<file path="src/rtl/cam_pkg.sv">
// Shared constants and field-filter encodings for the camera crop window.
package cam_pkg;

    localparam int CAM_CNT_W       = 11;
    localparam int CAM_DEF_V_START = 0;
    localparam int CAM_DEF_V_LEN   = 240;
    localparam int CAM_DEF_H_START = 0;
    localparam int CAM_DEF_H_LEN   = 720;

    typedef enum logic [1:0] {
        FS_BOTH = 2'd0,
        FS_EVEN = 2'd1,
        FS_ODD  = 2'd2
    } field_sel_e;

endpackage

</file>
<file path="src/rtl/cam_edge_det.sv">
// Edge detector built on a registered copy of the input; edges are flagged in the
// cycle the input changes, so downstream state updates on the following clock.
module cam_edge_det #(
    parameter logic RST_VAL = 1'b0
) (
    input  logic clk_i,
    input  logic rst_i,
    input  logic sig_i,
    output logic rise_o,
    output logic fall_o,
    output logic edge_o
);

    logic sig_q;

    always_ff @(posedge clk_i or posedge rst_i) begin
        if (rst_i) begin
            sig_q <= RST_VAL;
        end else begin
            sig_q <= sig_i;
        end
    end

    assign rise_o = sig_i & ~sig_q;
    assign fall_o = ~sig_i & sig_q;
    assign edge_o = sig_i ^ sig_q;

endmodule

</file>
<file path="src/rtl/cam_crop_window.sv">
// Programmable line/pixel crop window between the capture front end and the line
// buffer, with per-field shadowed configuration and short-line error reporting.
module cam_crop_window #(
    parameter int DATA_W      = 8,
    parameter int CNT_W       = cam_pkg::CAM_CNT_W,
    parameter int DEF_V_START = cam_pkg::CAM_DEF_V_START,
    parameter int DEF_V_LEN   = cam_pkg::CAM_DEF_V_LEN,
    parameter int DEF_H_START = cam_pkg::CAM_DEF_H_START,
    parameter int DEF_H_LEN   = cam_pkg::CAM_DEF_H_LEN,
    parameter int FIELD_SEL   = int'(cam_pkg::FS_BOTH)
) (
    input  logic              cam_pclk,
    input  logic              cam_reset,
    input  logic              in_line_valid,
    input  logic              in_y_valid,
    input  logic [DATA_W-1:0] in_y,
    input  logic              in_field_toggle,
    input  logic [CNT_W-1:0]  cfg_v_start,
    input  logic [CNT_W-1:0]  cfg_v_len,
    input  logic [CNT_W-1:0]  cfg_h_start,
    input  logic [CNT_W-1:0]  cfg_h_len,
    output logic              out_line_valid,
    output logic              out_y_valid,
    output logic [DATA_W-1:0] out_y,
    output logic              out_sof,
    output logic              out_eol,
    output logic              out_field,
    output logic              err_short_line,
    output logic [7:0]        err_count
);
    import cam_pkg::*;

    localparam int   SUM_W    = CNT_W + 1;
    localparam logic SEL_BOTH = (FIELD_SEL == int'(FS_BOTH));
    localparam logic SEL_EVEN = (FIELD_SEL == int'(FS_EVEN));
    localparam logic SEL_ODD  = (FIELD_SEL == int'(FS_ODD));

    typedef logic [CNT_W-1:0] cnt_t;
    typedef logic [SUM_W-1:0] sum_t;

    function automatic cnt_t sat_inc(input cnt_t v);
        return (&v) ? v : cnt_t'(v + 1'b1);
    endfunction

    function automatic sum_t ext(input cnt_t v);
        return {1'b0, v};
    endfunction

    logic lv_rise, lv_fall, lv_edge;
    logic f_rise, f_fall, f_edge;

    // NOTE: the line-valid copy resets high so a line already in flight at reset
    // release is not mistaken for a new line start.
    cam_edge_det #(.RST_VAL(1'b1)) u_lv_edge (
        .clk_i(cam_pclk), .rst_i(cam_reset), .sig_i(in_line_valid),
        .rise_o(lv_rise), .fall_o(lv_fall), .edge_o(lv_edge)
    );

    cam_edge_det #(.RST_VAL(1'b0)) u_field_edge (
        .clk_i(cam_pclk), .rst_i(cam_reset), .sig_i(in_field_toggle),
        .rise_o(f_rise), .fall_o(f_fall), .edge_o(f_edge)
    );

    cnt_t              v_start_q, v_len_q, h_start_q, h_len_q;
    cnt_t              v_start_e, v_len_e, h_start_e, h_len_e;
    cnt_t              line_idx_q, line_idx_e, line_idx_d;
    cnt_t              pix_idx_q, pix_e, pix_idx_d;
    sum_t              v_end, h_end;
    logic              line_en_q, line_en_d;
    logic              sof_armed_q, sof_armed_e, sof_armed_d;
    logic              field_ok_q, field_ok_e;
    logic              out_field_q, out_field_d;
    logic              out_lv_q, out_lv_d;
    logic              out_yv_q, out_yv_d;
    logic [DATA_W-1:0] out_y_q, out_y_d;
    logic              out_sof_q, out_sof_d;
    logic              out_eol_q, out_eol_d;
    logic              err_q, err_d;
    logic [7:0]        err_cnt_q, err_cnt_d;
    logic              pix_stb, pass, short_line;

    // A field boundary takes effect before a line start seen in the same cycle.
    always_comb begin
        v_start_e   = f_edge ? cfg_v_start : v_start_q;
        v_len_e     = f_edge ? cfg_v_len   : v_len_q;
        h_start_e   = f_edge ? cfg_h_start : h_start_q;
        h_len_e     = f_edge ? cfg_h_len   : h_len_q;
        line_idx_e  = f_edge ? '0 : line_idx_q;
        field_ok_e  = f_edge ? (SEL_BOTH | (SEL_EVEN & f_fall) | (SEL_ODD & f_rise)) : field_ok_q;
        sof_armed_e = f_edge | sof_armed_q;
        v_end       = ext(v_start_e) + ext(v_len_e);
        h_end       = ext(h_start_e) + ext(h_len_e);

        // NOTE: every conditionally updated signal gets its default first, so no latch is inferred.
        line_en_d  = line_en_q & ~f_edge;
        line_idx_d = line_idx_e;
        if (lv_rise) begin
            line_en_d  = field_ok_e && (line_idx_e >= v_start_e) && (ext(line_idx_e) < v_end);
            line_idx_d = sat_inc(line_idx_e);
        end

        pix_e     = lv_edge ? '0 : pix_idx_q;
        pix_idx_d = pix_e;
        pix_stb   = in_y_valid & in_line_valid;
        pass      = pix_stb && line_en_d && (pix_e >= h_start_e) && (ext(pix_e) < h_end);
        if (pix_stb) begin
            pix_idx_d = sat_inc(pix_e);
        end

        sof_armed_d = sof_armed_e & ~pass;
        short_line  = lv_fall && line_en_q && (h_len_e != '0) && (ext(pix_idx_q) < h_end);
        err_d       = short_line;
        err_cnt_d   = (short_line && err_cnt_q != 8'hFF) ? err_cnt_q + 8'd1 : err_cnt_q;

        out_lv_d    = in_line_valid & line_en_d;
        out_yv_d    = pass;
        out_y_d     = pass ? in_y : out_y_q;
        out_sof_d   = pass & sof_armed_e;
        out_eol_d   = pass && (ext(pix_e) == h_end - sum_t'(1));
        out_field_d = f_edge ? in_field_toggle : out_field_q;
    end

    always_ff @(posedge cam_pclk or posedge cam_reset) begin
        if (cam_reset) begin
            v_start_q   <= cnt_t'(DEF_V_START);
            v_len_q     <= cnt_t'(DEF_V_LEN);
            h_start_q   <= cnt_t'(DEF_H_START);
            h_len_q     <= cnt_t'(DEF_H_LEN);
            line_idx_q  <= '0;
            pix_idx_q   <= '0;
            line_en_q   <= 1'b0;
            sof_armed_q <= 1'b1;
            field_ok_q  <= SEL_BOTH | SEL_EVEN;
            out_field_q <= 1'b0;
            out_lv_q    <= 1'b0;
            out_yv_q    <= 1'b0;
            out_y_q     <= '0;
            out_sof_q   <= 1'b0;
            out_eol_q   <= 1'b0;
            err_q       <= 1'b0;
            err_cnt_q   <= '0;
        end else begin
            v_start_q   <= v_start_e;
            v_len_q     <= v_len_e;
            h_start_q   <= h_start_e;
            h_len_q     <= h_len_e;
            line_idx_q  <= line_idx_d;
            pix_idx_q   <= pix_idx_d;
            line_en_q   <= line_en_d;
            sof_armed_q <= sof_armed_d;
            field_ok_q  <= field_ok_e;
            out_field_q <= out_field_d;
            out_lv_q    <= out_lv_d;
            out_yv_q    <= out_yv_d;
            out_y_q     <= out_y_d;
            out_sof_q   <= out_sof_d;
            out_eol_q   <= out_eol_d;
            err_q       <= err_d;
            err_cnt_q   <= err_cnt_d;
        end
    end

    assign out_line_valid = out_lv_q;
    assign out_y_valid    = out_yv_q;
    assign out_y          = out_y_q;
    assign out_sof        = out_sof_q;
    assign out_eol        = out_eol_q;
    assign out_field      = out_field_q;
    assign err_short_line = err_q;
    assign err_count      = err_cnt_q;

endmodule

</file>
<file path="config.mk">
export PLATFORM = sky130hd
export DESIGN_NAME = cam_crop_window
export DESIGN_NICKNAME = d
export VERILOG_FILES = /design/src/rtl/cam_pkg.sv /design/src/rtl/cam_edge_det.sv /design/src/rtl/cam_crop_window.sv
export SDC_FILE = /design/constraint.sdc
export NUM_CORES = 1
export LEC_CHECK = 0
export ABC_AREA = 1
export ABC_CLOCK_PERIOD_IN_PS = 11450
export BUFFER_PORTS_ARGS = -buffer_cell sky130_fd_sc_hd__buf_2
export CAP_MARGIN = 20
export CORE_UTILIZATION = 60
export CTS_CLUSTER_SIZE = 8
export DETAILED_ROUTE_END_ITERATION = 8
export HOLD_SLACK_MARGIN = 0.08
export PLACE_DENSITY = 0.89
export SLEW_MARGIN = 20
export SYNTH_ARGS = -nofsm -noshare
export SYNTH_HDL_FRONTEND = slang
export SYNTH_HIERARCHICAL = 1
export SYNTH_SLANG_ARGS = --single-unit
export TNS_END_PERCENT = 30
</file>
<file path="constraint.sdc">
create_clock -name cam_pclk -period 11.45 [get_ports cam_pclk]
set_input_delay 2.29 -clock cam_pclk [delete_from_list [all_inputs] [get_ports cam_pclk]]
set_output_delay 2.29 -clock cam_pclk [all_outputs]
set_load 0.01 [all_outputs]
</file>
==> metrics.txt <==
Die W=109.7 µm; placed cell count=1131; capture point of the worst path=err_count[2]; PortBufs=just under 80; Syn Nets=~1.1k; Total Nets Final=around 1.1k; vias per cell=5.438; CP Class=in2reg; Min-Delay Path Class=reg2reg; Sink Count=between 90 and 100; CTS tree=yes; startpoint types=primary input; Setup TNS=0 ns; Max Freq=153.9 MHz; fillers=879; R2R Path Start=u_field_edge/sig_q; DP Worst Slack=4.796 ns; DP HPWL=approximately 12000 µm; Inserted Clock Buffers=9; Slew Viols, Final=0; routed vias=roughly 6.2k; RSZ-0062 raised after global routing=false; Synth Warn #=6; area grow syn2layout=11.52%; PD cells=between 100 and 150 mW/mm²; crit share post-route=56.76%; antenna fix cells=0; vias in the first global route=6180; root buffer cell=clkbuf_16; R2R Path End=err_count[2]; CTS clk-pin slew, worst paths=0.07 ns; final worst slack=4.951 ns; DR iter-0 viols=626; detailed-route wire length per cell=14.21 µm; share of layout cells above drive strength 1=about 17%; Post-CTS Hold Buffers=0; post-place instance area=0.007455 mm²; Reg area=0.002341 mm²; Core Rows=38; final WL=16300 µm; Worst Max-Slew Pin Slew=between 0.7 and 0.8 ns; total track usage=29.70%; largest net degree at the start of global routing=56; Mean Syn Cell Area=7.525 µm²; Remaining Overflow, GRT=0; Setup-failing EPs final=0; final non-filler cell total=1147; Fin. Hold Viols=0; VDD IR max=0.1110 mV; Critical Path Source=in_field_toggle; Min Clock Period, post-route=6.499 ns; # IOs=79; Max Fanout on Critical Path=49; initial antenna violation count=0; CP required=~12 ns; status=finished clean; Crit. End Element=flip-flop; Mapped Cells=924; Post-route DRC=0; Multi-input gate area=0.004051 mm²; first-pass GRT wire length=between 20000 and 30000 µm; H-tree Lvls=3; post-route design area=0.007754 mm²; worst rel slew slack=between 50% and 60%; r2r worst-path depth=24; Pleak=4.322 nW; Clock Path Buffers=2; postcts setup bufs=0; reg-to-reg slack, setup=6.69 ns; initial core utilization=62.76%; 1st-pass router iterations=6; Std-Cell Core Area=approximately 0.011 mm²; Final ANT Viol Nets=0; MaxCap Viol Count=0; clk_skew=0.008660 ns; PostCTS Resize Cnt=0; Die Ht=109.7 µm; post-synthesis cell area=0.006953 mm²; full die area=0.01202 mm²; Arr. time, crit path=6.73 ns; GP Congestion=between 0.9 and 1; clock latency on the worst-skew pair=0.35 ns
## flip-flops by register name, summed over array words and instances (netlist names)
| name | flops |
|---|---|
| err_count | 8 |
| v_start_q | 11 |
| u_field_edge/sig_q | 1 |
| out_eol | 1 |
| v_len_q | 11 |
| sof_armed_q | 1 |
| u_lv_edge/sig_q | 1 |
| out_line_valid | 1 |
| line_idx_q | 11 |
| out_y | 8 |
| h_start_q | 11 |
| field_ok_q | 1 |
| line_en_q | 1 |
| err_short_line | 1 |
| out_y_valid | 1 |
| out_sof | 1 |
| h_len_q | 11 |
| pix_idx_q | 11 |
| out_field | 1 |
## how the worst min path moves through the flow
| stage | startpoint | slack, ns | cells past startpoint | end |
|---|---|---|---|---|
| after global routing | out_y[1] | 0.50 | 2 | out_y[1] |
| after global placement | out_y[3] | 0.45 | 2 | out_y[3] |
| after CTS | out_y[1] | 0.47 | 2 | out_y[1] |
| after floorplan | v_len_q[0] | 0.44 | 2 | v_len_q[0] |
| after detailed placement | out_y[1] | 0.45 | 2 | out_y[1] |
| final | out_y[1] | 0.47 | 2 | out_y[1] |
## final cells by class
type	count	share of cell area, %
multi-input cells	690	52.25
flip-flops and latches	93	30.19
inverters	128	6.213
repair buffers	80	5.228
clock buffers	9	2.905
well taps	140	2.259
clock inverters	7	0.9521
## cell usage in the layout (no fill, tap or decap), drive strengths merged, types with 18 or more instances in the layout
| cell | instances |
|---|---|
| a21oi | 42 |
| or2 | 21 |
| dfrtp | 82 |
| nand4 | 18 |
| inv | 128 |
| nand2 | 291 |
| buf | 80 |
| nand3 | 64 |
| xor2 | 26 |
| nor2 | 64 |
| ha | 82 |
| o21ai | 33 |
## routing by layer
layer  vias to the layer above  global-route usage, %  share of wire [%]  routed length (µm)
met5                         -                      0                  0                   0
met4                         0                  10.00                1.9                 308
met3                        29                  6.046                7.2                1167
met2                       218                  49.06                 45                7390
met1                      2851                  38.84                 46                7432
li1                       3139                      -                  -                   -
## per-stage QoR
step                hold WS, ns  total power, mW  utilization (%)
floorplan                0.4417           0.7140                -
global placement         0.4511           0.7871            67.29
detailed placement       0.4536           0.8044            67.29
CTS                      0.4702            1.112            69.99
global route             0.5007            1.199            69.99
finish                   0.4665            1.113            69.99
## critical path, stage by stage
cell      delay [ns]
buf_2           0.10
inv_1           0.04
ha_1            0.28
inv_1           0.08
inv_2           0.27
or2_2           0.39
o21ai_0         0.23
inv_1           0.15
ha_1            0.37
nand3_2         0.11
nand3_2         0.10
nand2_1         0.12
nand3_1         0.10
nand2_2         0.13
inv_2           0.07
ha_1            0.30
nand2_1         0.09
nor2_1          0.05
a211oi_1        0.29
nand2_1         0.14
nand2_1         0.08
a21boi_0        0.09
o21ai_2         0.36
nand3_2         0.26
nand2_1         0.14
nand2_1         0.08
## where the power goes
| group | total, mW | switching [mW] | internal [mW] |
|---|---|---|---|
| Sequential | 0.364 | 0.00687 | 0.357 |
| Combinational | 0.445 | 0.290 | 0.155 |
| Clock | 0.305 | 0.135 | 0.170 |
No activity file was read; power rests on OpenSTA's default activity.
